`config.mk`:
```
export PLATFORM = sky130hd
export DESIGN_NAME = frame_downsampler
export DESIGN_NICKNAME = d
export VERILOG_FILES = /design/src/rtl/frame_downsampler.sv
export SDC_FILE = /design/constraint.sdc
export NUM_CORES = 1
export LEC_CHECK = 0
export BUFFER_PORTS_ARGS = -buffer_cell sky130_fd_sc_hd__buf_2
export CAP_MARGIN = 30
export CORE_MARGIN = 8
export CORE_UTILIZATION = 62
export CTS_CLUSTER_DIAMETER = 150
export CTS_CLUSTER_SIZE = 12
export DETAILED_ROUTE_END_ITERATION = 8
export PLACE_DENSITY_LB_ADDON = 0.2
export SYNTH_ARGS = -nofsm -noshare
export SYNTH_HDL_FRONTEND = slang
export SYNTH_SLANG_ARGS = --single-unit
```
`constraint.sdc`:
```
create_clock -name clk -period 5.76 [get_ports clk]
set_clock_uncertainty 0.1 [all_clocks]
set_input_delay 0.864 -clock clk [delete_from_list [all_inputs] [get_ports clk]]
set_output_delay 0.864 -clock clk [all_outputs]
set_load 0.1 [all_outputs]
```
`src/rtl/frame_downsampler.sv`:
```
// Raster-scan 2^SCALE_LOG2 x 2^SCALE_LOG2 block-average downsampler feeding the CNN engine.
// Define DS_ROUND_EN to round the block average half-up instead of truncating it.
`timescale 1ns/1ps

module frame_downsampler #(
  parameter int IN_W       = 128,
  parameter int IN_H       = 128,
  parameter int SCALE_LOG2 = 2
) (
  input  logic       clk,
  input  logic       rst_n,
  input  logic [7:0] cam_pixel,
  input  logic       cam_valid,
  input  logic       cam_frame_start,
  input  logic       cnn_busy,
  output logic [7:0] pixel_out,
  output logic       pixel_valid,
  output logic       frame_start,
  output logic       frame_done,
  output logic       frame_dropped
);

  localparam int OUT_W = IN_W >> SCALE_LOG2;
  localparam int OUT_H = IN_H >> SCALE_LOG2;
  localparam int ACC_W = 8 + 2 * SCALE_LOG2;
  localparam int X_W   = $clog2(IN_W);
  localparam int Y_W   = $clog2(IN_H);
  localparam int OX_W  = X_W - SCALE_LOG2;
  localparam int OY_W  = Y_W - SCALE_LOG2;

  typedef enum logic [1:0] {
    ST_IDLE,
    ST_CAPTURE,
    ST_DROP
  } state_t;

  // Sum of a full block -> output pixel; the sum never exceeds ACC_W bits.
  function automatic logic [7:0] scale_sum(input logic [ACC_W-1:0] sum);
`ifdef DS_ROUND_EN
    logic [ACC_W:0] half;
    half = (ACC_W+1)'(1) << (2 * SCALE_LOG2 - 1);
    return 8'(({1'b0, sum} + half) >> (2 * SCALE_LOG2));
`else
    return 8'(sum >> (2 * SCALE_LOG2));
`endif
  endfunction

  state_t           state_q, state_d;
  logic [X_W-1:0]   in_x_q, in_x_d;
  logic [Y_W-1:0]   in_y_q, in_y_d;
  logic [7:0]       pixel_out_q, pixel_out_d;
  logic             pixel_valid_q, pixel_valid_d;
  logic             frame_start_q, frame_start_d;
  logic             frame_done_q, frame_done_d;
  logic             frame_dropped_q, frame_dropped_d;

  // One partial sum per output column; only a single block row is in flight.
  logic [ACC_W-1:0] acc_q [OUT_W];
  logic             acc_we;
  logic [ACC_W-1:0] acc_wdata;

  logic [OX_W-1:0]  ox;
  logic [OY_W-1:0]  oy;
  logic             blk_first;
  logic             blk_last;
  logic             line_end;
  logic             frame_end;
  logic [ACC_W-1:0] blk_sum;

  always_comb begin
    ox        = in_x_q[X_W-1:SCALE_LOG2];
    oy        = in_y_q[Y_W-1:SCALE_LOG2];
    blk_first = (in_x_q[SCALE_LOG2-1:0] == '0) && (in_y_q[SCALE_LOG2-1:0] == '0);
    blk_last  = (&in_x_q[SCALE_LOG2-1:0]) && (&in_y_q[SCALE_LOG2-1:0]);
    line_end  = (in_x_q == X_W'(IN_W - 1));
    frame_end = line_end && blk_last && (oy == OY_W'(OUT_H - 1));
    blk_sum   = acc_q[ox] + ACC_W'(cam_pixel);
  end

  always_comb begin
    state_d         = state_q;
    in_x_d          = in_x_q;
    in_y_d          = in_y_q;
    pixel_out_d     = pixel_out_q;
    pixel_valid_d   = 1'b0;
    frame_start_d   = 1'b0;
    frame_done_d    = 1'b0;
    frame_dropped_d = 1'b0;
    acc_we          = 1'b0;
    acc_wdata       = blk_sum;

    if (cam_frame_start) begin
      // A new frame always wins; an unfinished capture is reported as dropped.
      frame_dropped_d = (state_q == ST_CAPTURE) || cnn_busy && (state_q == ST_IDLE);
      in_x_d          = '0;
      in_y_d          = '0;
      if (!cnn_busy) begin
        state_d       = ST_CAPTURE;
        frame_start_d = 1'b1;
      end else begin
        state_d = ST_DROP;
      end
    end else if (cam_valid && (state_q != ST_IDLE)) begin
      if (line_end) begin
        in_x_d = '0;
        in_y_d = in_y_q + Y_W'(1);
      end else begin
        in_x_d = in_x_q + X_W'(1);
      end

      if (state_q == ST_CAPTURE) begin
        acc_we = 1'b1;
        if (blk_first) begin
          acc_wdata = ACC_W'(cam_pixel);
        end
        if (blk_last) begin
          pixel_valid_d = 1'b1;
          pixel_out_d   = scale_sum(blk_sum);
          frame_done_d  = frame_end;
        end
      end

      if (frame_end) begin
        state_d = ST_IDLE;
        in_x_d  = '0;
        in_y_d  = '0;
      end
    end
  end

  always_ff @(posedge clk or negedge rst_n) begin
    if (!rst_n) begin
      state_q         <= ST_IDLE;
      in_x_q          <= '0;
      in_y_q          <= '0;
      pixel_out_q     <= '0;
      pixel_valid_q   <= 1'b0;
      frame_start_q   <= 1'b0;
      frame_done_q    <= 1'b0;
      frame_dropped_q <= 1'b0;
    end else begin
      state_q         <= state_d;
      in_x_q          <= in_x_d;
      in_y_q          <= in_y_d;
      pixel_out_q     <= pixel_out_d;
      pixel_valid_q   <= pixel_valid_d;
      frame_start_q   <= frame_start_d;
      frame_done_q    <= frame_done_d;
      frame_dropped_q <= frame_dropped_d;
    end
  end

  // Stale contents are harmless: the first pixel of every block overwrites its entry.
  always_ff @(posedge clk) begin
    if (acc_we) begin
      acc_q[ox] <= acc_wdata;
    end
  end

  assign pixel_out     = pixel_out_q;
  assign pixel_valid   = pixel_valid_q;
  assign frame_start   = frame_start_q;
  assign frame_done    = frame_done_q;
  assign frame_dropped = frame_dropped_q;

endmodule

```
==> flow_summary.json <==
{
  "cp-start-kind": "flop",
  "regToRegSetupSlack_ns": 0.67,
  "layout.cells.non_filler": 1301,
  "place_inst": 1245,
  "cts_setup_buffers": 0,
  "gp_congestion": 0.938,
  "first_pass_iters": 5,
  "final_common_cell": "edfxtp_1",
  "crit_fanout": 38,
  "num-nets-final": 977,
  "drt_iter0_drc": 1061,
  "synth_area_sq_um": 16600,
  "vias": 8827,
  "top_level_ports": 25,
  "whs_ns": 0.247,
  "drtAntennaViolNets": 0,
  "core_sq_um": 26600,
  "finalCritPeriodShare": 0.883,
  "max-cap-violations": 0,
  "grt_pass1_vias": 8925,
  "hp-class": "input port to asynchronous set/reset pin",
  "synth_edf_count": 384,
  "grt_max_degree": 63,
  "synth_cell_types": 62,
  "p_per_area_nw_per_um2": 318,
  "drt_wl_total_um": 37200,
  "diodes": 0,
  "worstSetupEndpointType": "flop",
  "worst-setup-path-type": "flop to flop",
  "utilization": 0.695,
  "yosysWarnings": 0,
  "cts.path.max_buffers": 3,
  "clock-sinks": 412,
  "final_cell_mix": "edfxtp_1, mux4_2, nor2_1",
  "synth-async-reset-ratio": 0.0680,
  "dpl.hpwl_um": 23700,
  "grt_overflow": 0,
  "critPathArrivalTime_ns": 5.35,
  "fin_crit_ns": 5.09,
  "die_y_um": 179,
  "p_leak_nw": 5.89,
  "die_w_um": 179,
  "avgRoutedWirePerCell_um": 28.6,
  "syn_inst": 872,
  "antenna_found_initial": 0,
  "rows": 60,
  "grt_pass1_wl_um": 55700,
  "viasPerCell": 6.78,
  "relSlewSlack": 0.335,
  "clkLatencyLatePin_ns": 0.54,
  "status": "complete, no violations",
  "nFillCells": 1667,
  "tritoncts": "built",
  "synthesis.nets": 898,
  "fmax_mhz": 197,
  "ctsHoldBuffers": 0,
  "avgSynthCellArea_sq_um": 19.0,
  "hold_viol": 0,
  "drc": 0,
  "rsz0062_at_grt": "false",
  "worstMarginPinSlew_ns": 0.994,
  "ys.flop_type": "edfxtp_1",
  "ys_ff_latch": 412,
  "numCtsBuffers": 40,
  "required_ns": 6.03,
  "clkTransAtPathRegs_ns": 0.07,
  "cts-htree-levels": 2,
  "port_buffers": 24,
  "cts-root-buf": "clkbuf_16",
  "initial_core_util": 0.623,
  "area_growth_pct": 11.5,
  "die_area_sq_um": 32200,
  "track_usage": 0.229,
  "finalMaxSlewViolations": 0,
  "final_area_sq_um": 18500,
  "ys_seq_area_frac": 0.739,
  "tns_ns": 0,
  "drive_above_1_share": 0.233,
  "ir_drop_mv": 0.261,
  "cts_resized": 0,
  "place_area_sq_um": 17300,
  "setup_violations": 0
}
==> where the power goes <==
part           leakage, nW  switching, mW  internal, mW
clock network        0.527           1.02          1.28
registers             3.83        0.00484          3.35
logic                 1.53          0.164        0.0539
==> layout make-up <==
type / count / area (sq um) / area share
Clock buffer: 48 / 1050 / 0.0570
Clock inverter: 3 / 26.3 / 0.00142
Inverter: 6 / 22.5 / 0.00122
Multi-Input combinational cell: 409 / 4070 / 0.220
Sequential cell: 412 / 12200 / 0.663
Tap cell: 341 / 427 / 0.0231
Timing Repair Buffer: 82 / 631 / 0.0342
==> layer usage <==
| metal | global-route usage | up-vias | share of wire |
|---|---|---|---|
| met2 | 0.359 | 506 | 0.48 |
| met3 | 0.0421 | 90 | 0.091 |
| met4 | 0.0817 | 0 | 0.032 |
| li1 | - | 3710 | - |
| met1 | 0.323 | 4521 | 0.40 |
| met5 | 0 | - | 0 |
==> registers in the layout (all words and copies together), names as in the netlist <==
signal and cells:
frame_start 1, state_q 2, pixel_valid 1, pixel_out 8, frame_dropped 1, frame_done 1, acc_q 384, in_x_q 7
in_y_q 7
==> cells in the mapped netlist, drive strengths merged, types with 3 or more instances <==
cell type / instances / share of area
inv: 6 / 0.0014
nor2b: 3 / 0.0011
clkbuf: 10 / 0.0023
or3: 3 / 0.0011
o22ai: 22 / 0.0087
nor3: 4 / 0.0015
nand2b: 3 / 0.0011
nand4bb: 4 / 0.0027
a21oi: 8 / 0.0024
dfrtp: 28 / 0.042
o32ai: 6 / 0.0032
mux2: 7 / 0.0048
nand4b: 4 / 0.0021
nor2: 57 / 0.013
buf: 35 / 0.013
mux4: 72 / 0.098
xor2: 11 / 0.0058
a32oi: 8 / 0.0042
nor4: 7 / 0.0034
a21o: 3 / 0.0014
nand3b: 5 / 0.0025
nand2: 28 / 0.0067
a22oi: 24 / 0.011
or2: 3 / 0.0011
and3: 5 / 0.0019
nand4: 13 / 0.0053
nand3: 7 / 0.0024
o21ai: 11 / 0.0033
edfxtp: 384 / 0.70
xnor2: 5 / 0.0026
or4b: 4 / 0.0031
mux2i: 49 / 0.030
ha: 12 / 0.0091
==> metrics by stage <==
step	setup WS (ns)	power [mW]
after floorplan	0.998	3.53
final	0.672	5.87
after global placement	0.518	3.60
after detailed placement	0.372	3.62
after CTS	0.310	5.88
after global routing	0.411	6.01
==> worst max-delay path, stage by stage (launching register included) <==
cell	delay, ns
dfrtp_4	0.93
mux4_2	0.61
a22oi_1	0.31
nand4_1	0.15
ha_1	0.25
fa_1	0.45
a21o_1	0.18
a21oi_1	0.23
o21ai_0	0.18
o41ai_1	0.50
nand3b_1	0.20
xor2_1	0.10
nor2_2	0.45
buf_8	0.24
==> cell families after synthesis <==
group,share of synthesized area
DFF,0.739
xor gates and xnor gates,0.00847
and+or+nand+nor,0.0535
AOI/OAI and AO/OA,0.0394
buffers and inverters,0.0171
adders and majority gates,0.0103
muxes,0.132
==> worst paths after layout <==
path                       cells after the start                      from                  endpoint
min reg2reg                                    2  pixel_out[1]$_DFFE_PN0P_  pixel_out[1]$_DFFE_PN0P_
min                                            1                     rst_n  pixel_out[6]$_DFFE_PN0P_
max in group asynchronous                      1                     rst_n     in_x_q[2]$_DFFE_PN0P_
max                                           13     in_x_q[2]$_DFFE_PN0P_    acc_q[2][10]$_DFFE_PP_
min in group clk                               2  pixel_out[1]$_DFFE_PN0P_  pixel_out[1]$_DFFE_PN0P_
max reg2reg                                   13     in_x_q[2]$_DFFE_PN0P_    acc_q[2][10]$_DFFE_PP_
No activity file was read; power rests on OpenSTA's default activity.
